**src/rtl/pipe_pkg.sv**
```systemverilog
// Shared definitions for the ID/EX skid-buffered pipeline stage:
// state encoding, default widths and control-field bit positions.
package pipe_pkg;

    localparam int DATA_W_DEF = 160;
    localparam int CTRL_W_DEF = 11;
    localparam int CNT_W_DEF  = 16;

    // Encoding doubles as the occupancy count (entries held).
    typedef enum logic [1:0] {
        PIPE_EMPTY = 2'd0,
        PIPE_ONE   = 2'd1,
        PIPE_TWO   = 2'd2
    } pipeState_e;

    // ID/EX control word layout, MSB first: RegDst .. hit.
    localparam int CTRL_HIT       = 0;
    localparam int CTRL_ALUOP_LSB = 1;
    localparam int CTRL_ALUOP_MSB = 3;
    localparam int CTRL_BRANCH    = 4;
    localparam int CTRL_MEMWRITE  = 5;
    localparam int CTRL_MEMREAD   = 6;
    localparam int CTRL_REGWRITE  = 7;
    localparam int CTRL_MEMTOREG  = 8;
    localparam int CTRL_ALUSRC    = 9;
    localparam int CTRL_REGDST    = 10;

endpackage

```
**src/rtl/pipe_slot.sv**
```systemverilog
// One pipeline entry register: valid flag plus control and payload.
// clear wins over load; clear drops only the valid flag so data is retained.
module pipe_slot #(
    parameter int DATA_W = 160,
    parameter int CTRL_W = 11
) (
    input  logic              clk,
    input  logic              rst_n,
    input  logic              load,
    input  logic              clear,
    input  logic [DATA_W-1:0] dataIn,
    input  logic [CTRL_W-1:0] ctrlIn,
    output logic              valid,
    output logic [DATA_W-1:0] dataOut,
    output logic [CTRL_W-1:0] ctrlOut
);

    always_ff @(posedge clk or negedge rst_n) begin
        if (!rst_n) begin
            valid   <= 1'b0;
            dataOut <= '0;
            ctrlOut <= '0;
        end else if (clear) begin
            valid <= 1'b0;
        end else if (load) begin
            valid   <= 1'b1;
            dataOut <= dataIn;
            ctrlOut <= ctrlIn;
        end
    end

endmodule

```
**src/rtl/pipe_stage_skid.sv**
```systemverilog
// Two-entry skid-buffered pipeline stage with registered in_ready, flush,
// bubble-forcing of control on empty and a saturating stall counter.
module pipe_stage_skid
    import pipe_pkg::*;
#(
    parameter int DATA_W = DATA_W_DEF,
    parameter int CTRL_W = CTRL_W_DEF,
    parameter int CNT_W  = CNT_W_DEF
) (
    input  logic              clk,
    input  logic              rst_n,
    input  logic              in_valid,
    output logic              in_ready,
    input  logic [DATA_W-1:0] in_data,
    input  logic [CTRL_W-1:0] in_ctrl,
    input  logic              flush,
    output logic              out_valid,
    input  logic              out_ready,
    output logic [DATA_W-1:0] out_data,
    output logic [CTRL_W-1:0] out_ctrl,
    output logic [1:0]        occupancy,
    output logic [CNT_W-1:0]  stall_cnt
);

    localparam logic [1:0] EMPTY = PIPE_EMPTY;
    localparam logic [1:0] ONE   = PIPE_ONE;
    localparam logic [1:0] TWO   = PIPE_TWO;

    // Handshakes: a beat moves on a rising clk edge when valid & ready are both
    // high; valid never waits on ready, and in_ready is a flop so out_ready has
    // no combinational path upstream.
    logic [1:0]        state;
    logic [1:0]        nextState;
    logic              inReadyQ;
    logic              accept;
    logic              mainLoad;
    logic              mainClear;
    logic              skidLoad;
    logic              skidClear;
    logic              takeSkid;
    logic              mainValid;
    logic              skidValid;
    logic [DATA_W-1:0] mainData;
    logic [CTRL_W-1:0] mainCtrl;
    logic [DATA_W-1:0] skidData;
    logic [CTRL_W-1:0] skidCtrl;
    logic [DATA_W-1:0] mainDin;
    logic [CTRL_W-1:0] mainCin;
    logic [CNT_W-1:0]  stallCnt;

    assign accept = in_valid & inReadyQ;

    always_comb begin
        nextState = state;
        mainLoad  = 1'b0;
        mainClear = 1'b0;
        skidLoad  = 1'b0;
        skidClear = 1'b0;
        takeSkid  = 1'b0;
        if (flush) begin
            nextState = EMPTY;
            mainClear = 1'b1;
            skidClear = 1'b1;
        end else begin
            case (state)
                EMPTY: begin
                    if (accept) begin
                        mainLoad  = 1'b1;
                        nextState = ONE;
                    end
                end
                ONE: begin
                    if (accept && out_ready) begin
                        mainLoad = 1'b1;
                    end else if (accept) begin
                        skidLoad  = 1'b1;
                        nextState = TWO;
                    end else if (out_ready) begin
                        mainClear = 1'b1;
                        nextState = EMPTY;
                    end
                end
                TWO: begin
                    // in_ready is low here, so only the skid entry can advance.
                    if (out_ready) begin
                        mainLoad  = 1'b1;
                        takeSkid  = 1'b1;
                        skidClear = 1'b1;
                        nextState = ONE;
                    end
                end
                default: begin
                    nextState = EMPTY;
                    mainClear = 1'b1;
                    skidClear = 1'b1;
                end
            endcase
        end
    end

    assign mainDin = takeSkid ? skidData : in_data;
    assign mainCin = takeSkid ? skidCtrl : in_ctrl;

    pipe_slot #(.DATA_W(DATA_W), .CTRL_W(CTRL_W)) u_main (
        .clk     (clk),
        .rst_n   (rst_n),
        .load    (mainLoad),
        .clear   (mainClear),
        .dataIn  (mainDin),
        .ctrlIn  (mainCin),
        .valid   (mainValid),
        .dataOut (mainData),
        .ctrlOut (mainCtrl)
    );

    pipe_slot #(.DATA_W(DATA_W), .CTRL_W(CTRL_W)) u_skid (
        .clk     (clk),
        .rst_n   (rst_n),
        .load    (skidLoad),
        .clear   (skidClear),
        .dataIn  (in_data),
        .ctrlIn  (in_ctrl),
        .valid   (skidValid),
        .dataOut (skidData),
        .ctrlOut (skidCtrl)
    );

    always_ff @(posedge clk or negedge rst_n) begin
        if (!rst_n) begin
            state    <= EMPTY;
            inReadyQ <= 1'b0;
        end else begin
            state    <= nextState;
            inReadyQ <= (nextState != TWO);
        end
    end

    // Flush cycles are not counted as stalls.
    always_ff @(posedge clk or negedge rst_n) begin
        if (!rst_n) begin
            stallCnt <= '0;
        end else if (!flush && mainValid && !out_ready && (stallCnt != {CNT_W{1'b1}})) begin
            stallCnt <= stallCnt + CNT_W'(1);
        end
    end

    assign in_ready  = inReadyQ;
    assign out_valid = mainValid;
    assign out_data  = mainData;
    assign out_ctrl  = mainValid ? mainCtrl : '0;
    assign occupancy = state;
    assign stall_cnt = stallCnt;

    // skidValid mirrors (state == TWO) outside flush; kept as a consistency check.
    always_ff @(posedge clk) begin
        if (rst_n && !flush) begin
            assert (skidValid == (state == TWO));
        end
    end

endmodule

```
**config.mk**
```make
export PLATFORM = sky130hd
export DESIGN_NAME = pipe_stage_skid
export DESIGN_NICKNAME = d
export VERILOG_FILES = /design/src/rtl/pipe_pkg.sv /design/src/rtl/pipe_slot.sv /design/src/rtl/pipe_stage_skid.sv
export SDC_FILE = /design/constraint.sdc
export NUM_CORES = 1
export LEC_CHECK = 0
export CAP_MARGIN = 10
export CORE_ASPECT_RATIO = 0.9
export CORE_UTILIZATION = 40
export CTS_CLUSTER_SIZE = 12
export DETAILED_ROUTE_END_ITERATION = 10
export PLACE_DENSITY = 0.68
export SLEW_MARGIN = 10
export SYNTH_ARGS = -nofsm -noshare
export SYNTH_HDL_FRONTEND = slang
export SYNTH_HIERARCHICAL = 1
export SYNTH_SLANG_ARGS = --single-unit
export TNS_END_PERCENT = 50
```
**constraint.sdc**
```tcl
create_clock -name clk -period 2.2 [get_ports clk]
set_clock_uncertainty 0.2 [all_clocks]
set_input_delay 0.33 -clock clk [delete_from_list [all_inputs] [get_ports clk]]
set_output_delay 0.33 -clock clk [all_outputs]
set_load 0.02 [all_outputs]
```
==> impl_metrics.ini <==
[run_status]
outcome = completed

[setup_path]
critPathRequiredTime_ps = 2440
critPathKind = reg2reg
crit_path_end_kind = flip-flop
cp_data_arrival_time_ps = 2400
cp-start-kind = flip-flop
cp_max_fo = 14

[route]
wl_mm = 40.1
vias = 9995
drtIter0Drc = 430
vias_per_cell = 4.92
wire_per_inst_um = 19.8
firstDrtPassIters = 4
final_antenna_net_count = 0
drc = 0

[cts]
cts_buffers = 40
worstSkewPairLatency_ps = 560
cts.sinks = 362
clock-root-buffer = clkbuf_16
clockBufferDepth = 3
path_clk_slew_ps = 60
cts_tree = yes
htree_levels = 2

[floorplanning]
num_rows = 70
die_area_mm2 = 0.0425
die_w_um = 217
die_y_um = 196
start_util_pct = 40.8
ios = 367
coreArea_mm2 = 0.0408

[layout]
layout-drive-gt1-share_pct = 45.4
nFillCells = 3236
nets = 1641
synthToLayoutAreaGrowth_pct = 39.0
fin_util_pct = 56.8

[power]
vdd_drop_max_mv = 0.747
power_density_mw_per_mm2 = 939
total_leakage_power_nw = 10.2

[synthesis]
avgSynthCellArea_um2 = 16.3
synth_nets = 1200
syn-cell-area_mm2 = 0.0167
postSynthCellCount = 1023
yosys_warnings = 6

[placement]
place_congestion = 0.769
hpwl_mm = 27.9
io_buffers = 366
dp_slack_ps = -404

[timing]
finalCritPeriodShare_pct = 98.3
fin_ws_ps = 36.6
max_freq_ghz = 0.462
hold_ws_ps = 112
final_max_slew_viol_count = 0
final.min_clock_period_ps = 2160
finalHoldViolCount = 0
rsz0062_at_grt = true
tightest_slew_ps = 517
setup_viol = 0
slew_headroom_pct = 65.6

[global_routing]
grt_max_degree = 74
grt_use_total_pct = 18.7
grt_pass1_vias = 10900
antenna_found_initial = 3
grt-ovfl-total = 0
grt_pass1_wl_mm = 62.3

[job]
cap_viol_max_count = 0

[worst_hold_path]
hold_path.class = in2async
-- state kept, by name, summed over array words and instances (netlist names) --
signal / flops
in_ready: 1
occupancy: 2
stall_cnt: 16
u_main/ctrlOut: 11
u_main/dataOut: 160
u_main/valid: 1
u_skid/ctrlOut: 11
u_skid/dataOut: 160
-- worst max-delay path, cell delays in order (launching register included) --
cell and delay [ps]:
dfrtp_2 390, and2b_1 210, nand2_2 90, nor2_4 160, buf_12 200, buf_12 180
mux2_2 350, mux2_2 260
-- layout make-up --
type                       instances  area, µm²  area share (%)
sequential                       362       9060            39.1
multi-input combinational        599       7270            31.4
timing repair buffer             458       4870            21.0
clock buffer                      61       1230            5.31
tap                              540        676            2.92
clock inverter                     7       52.6           0.227
inverter                           3       11.3          0.0486
antenna                            1       2.50          0.0108
-- metrics by stage --
| step | power, mW | setup TNS, ps | std cells | cell area [µm²] |
|---|---|---|---|---|
| finish | 21.8 | 0 | 2031 | 23200 |
| detailed placement | 15.2 | -110400 | 1958 | 21600 |
| global route | 22.7 | -1570 | 2030 | 23200 |
| CTS | 21.9 | 0 | 2027 | 22900 |
| global placement | 15.1 | -114850 | 1958 | 21600 |
| floorplan | 12.3 | 0 | 1023 | 16700 |
-- power breakdown --
part           total, mW  switching, mW  internal [mW]
Sequential          9.27          0.999           8.27
Combinational       5.95           2.35           3.60
Clock               6.54           2.69           3.85
Total               21.8           6.04           15.7
-- routing by layer --
metal / wire (µm) / GRT usage [%] / up-vias
met4: 632 / 4.90 / 2
met5: 12 / 0 / -
li1: - / - / 4560
met3: 2370 / 4.80 / 44
met1: 18600 / 25.8 / 5120
met2: 18500 / 29.0 / 269
-- worst paths after layout --
kind | start | endpoint | slack [ps] | cells past startpoint
min in group clk | in_data[20] | u_skid/dataOut[20] | 210 | 2
worst max-delay path | occupancy[0] | u_main/dataOut[58] | 40 | 7
worst min-delay path | rst_n | u_skid/dataOut[60] | 110 | 2
worst min register to register | u_skid/ctrlOut[9] | u_skid/ctrlOut[9] | 300 | 1
max in group asynchronous | rst_n | u_main/dataOut[36] | 910 | 4
worst max register to register | occupancy[0] | u_main/dataOut[58] | 40 | 7
-- repair_timing --
action / CTS / global route
hold buffers: 1 / 0
cloned: 0 / 2
hold endpoints to repair: 262 / 0
endpoints found under the setup margin: 33 / 144
resized for setup: 23 / 81
buffers inserted: 0 / 1
-- cell usage in the layout (no fill, tap or decap), types with 3 or more instances in the layout --
cell type and instances:
a21o_1 3, and2_1 11, buf_12 36, buf_4 47, buf_6 4, clkbuf_1 7, clkbuf_16 43, clkbuf_2 7
clkbuf_8 13, clkdlybuf4s15_1 4, clkdlybuf4s50_1 341, clkinv_2 3, dfrtp_1 361, dlygate4sd2_1 9, dlymetal6s2s_1 4, inv_1 3
mux2_1 10, mux2_2 272, mux2_4 234, nand2_1 5, nand3_1 3, nand4_1 5, nor2_1 9, nor3_1 5
o21ai_0 3, xnor2_1 3, xor2_1 10
No activity file was read; power rests on OpenSTA's default activity.
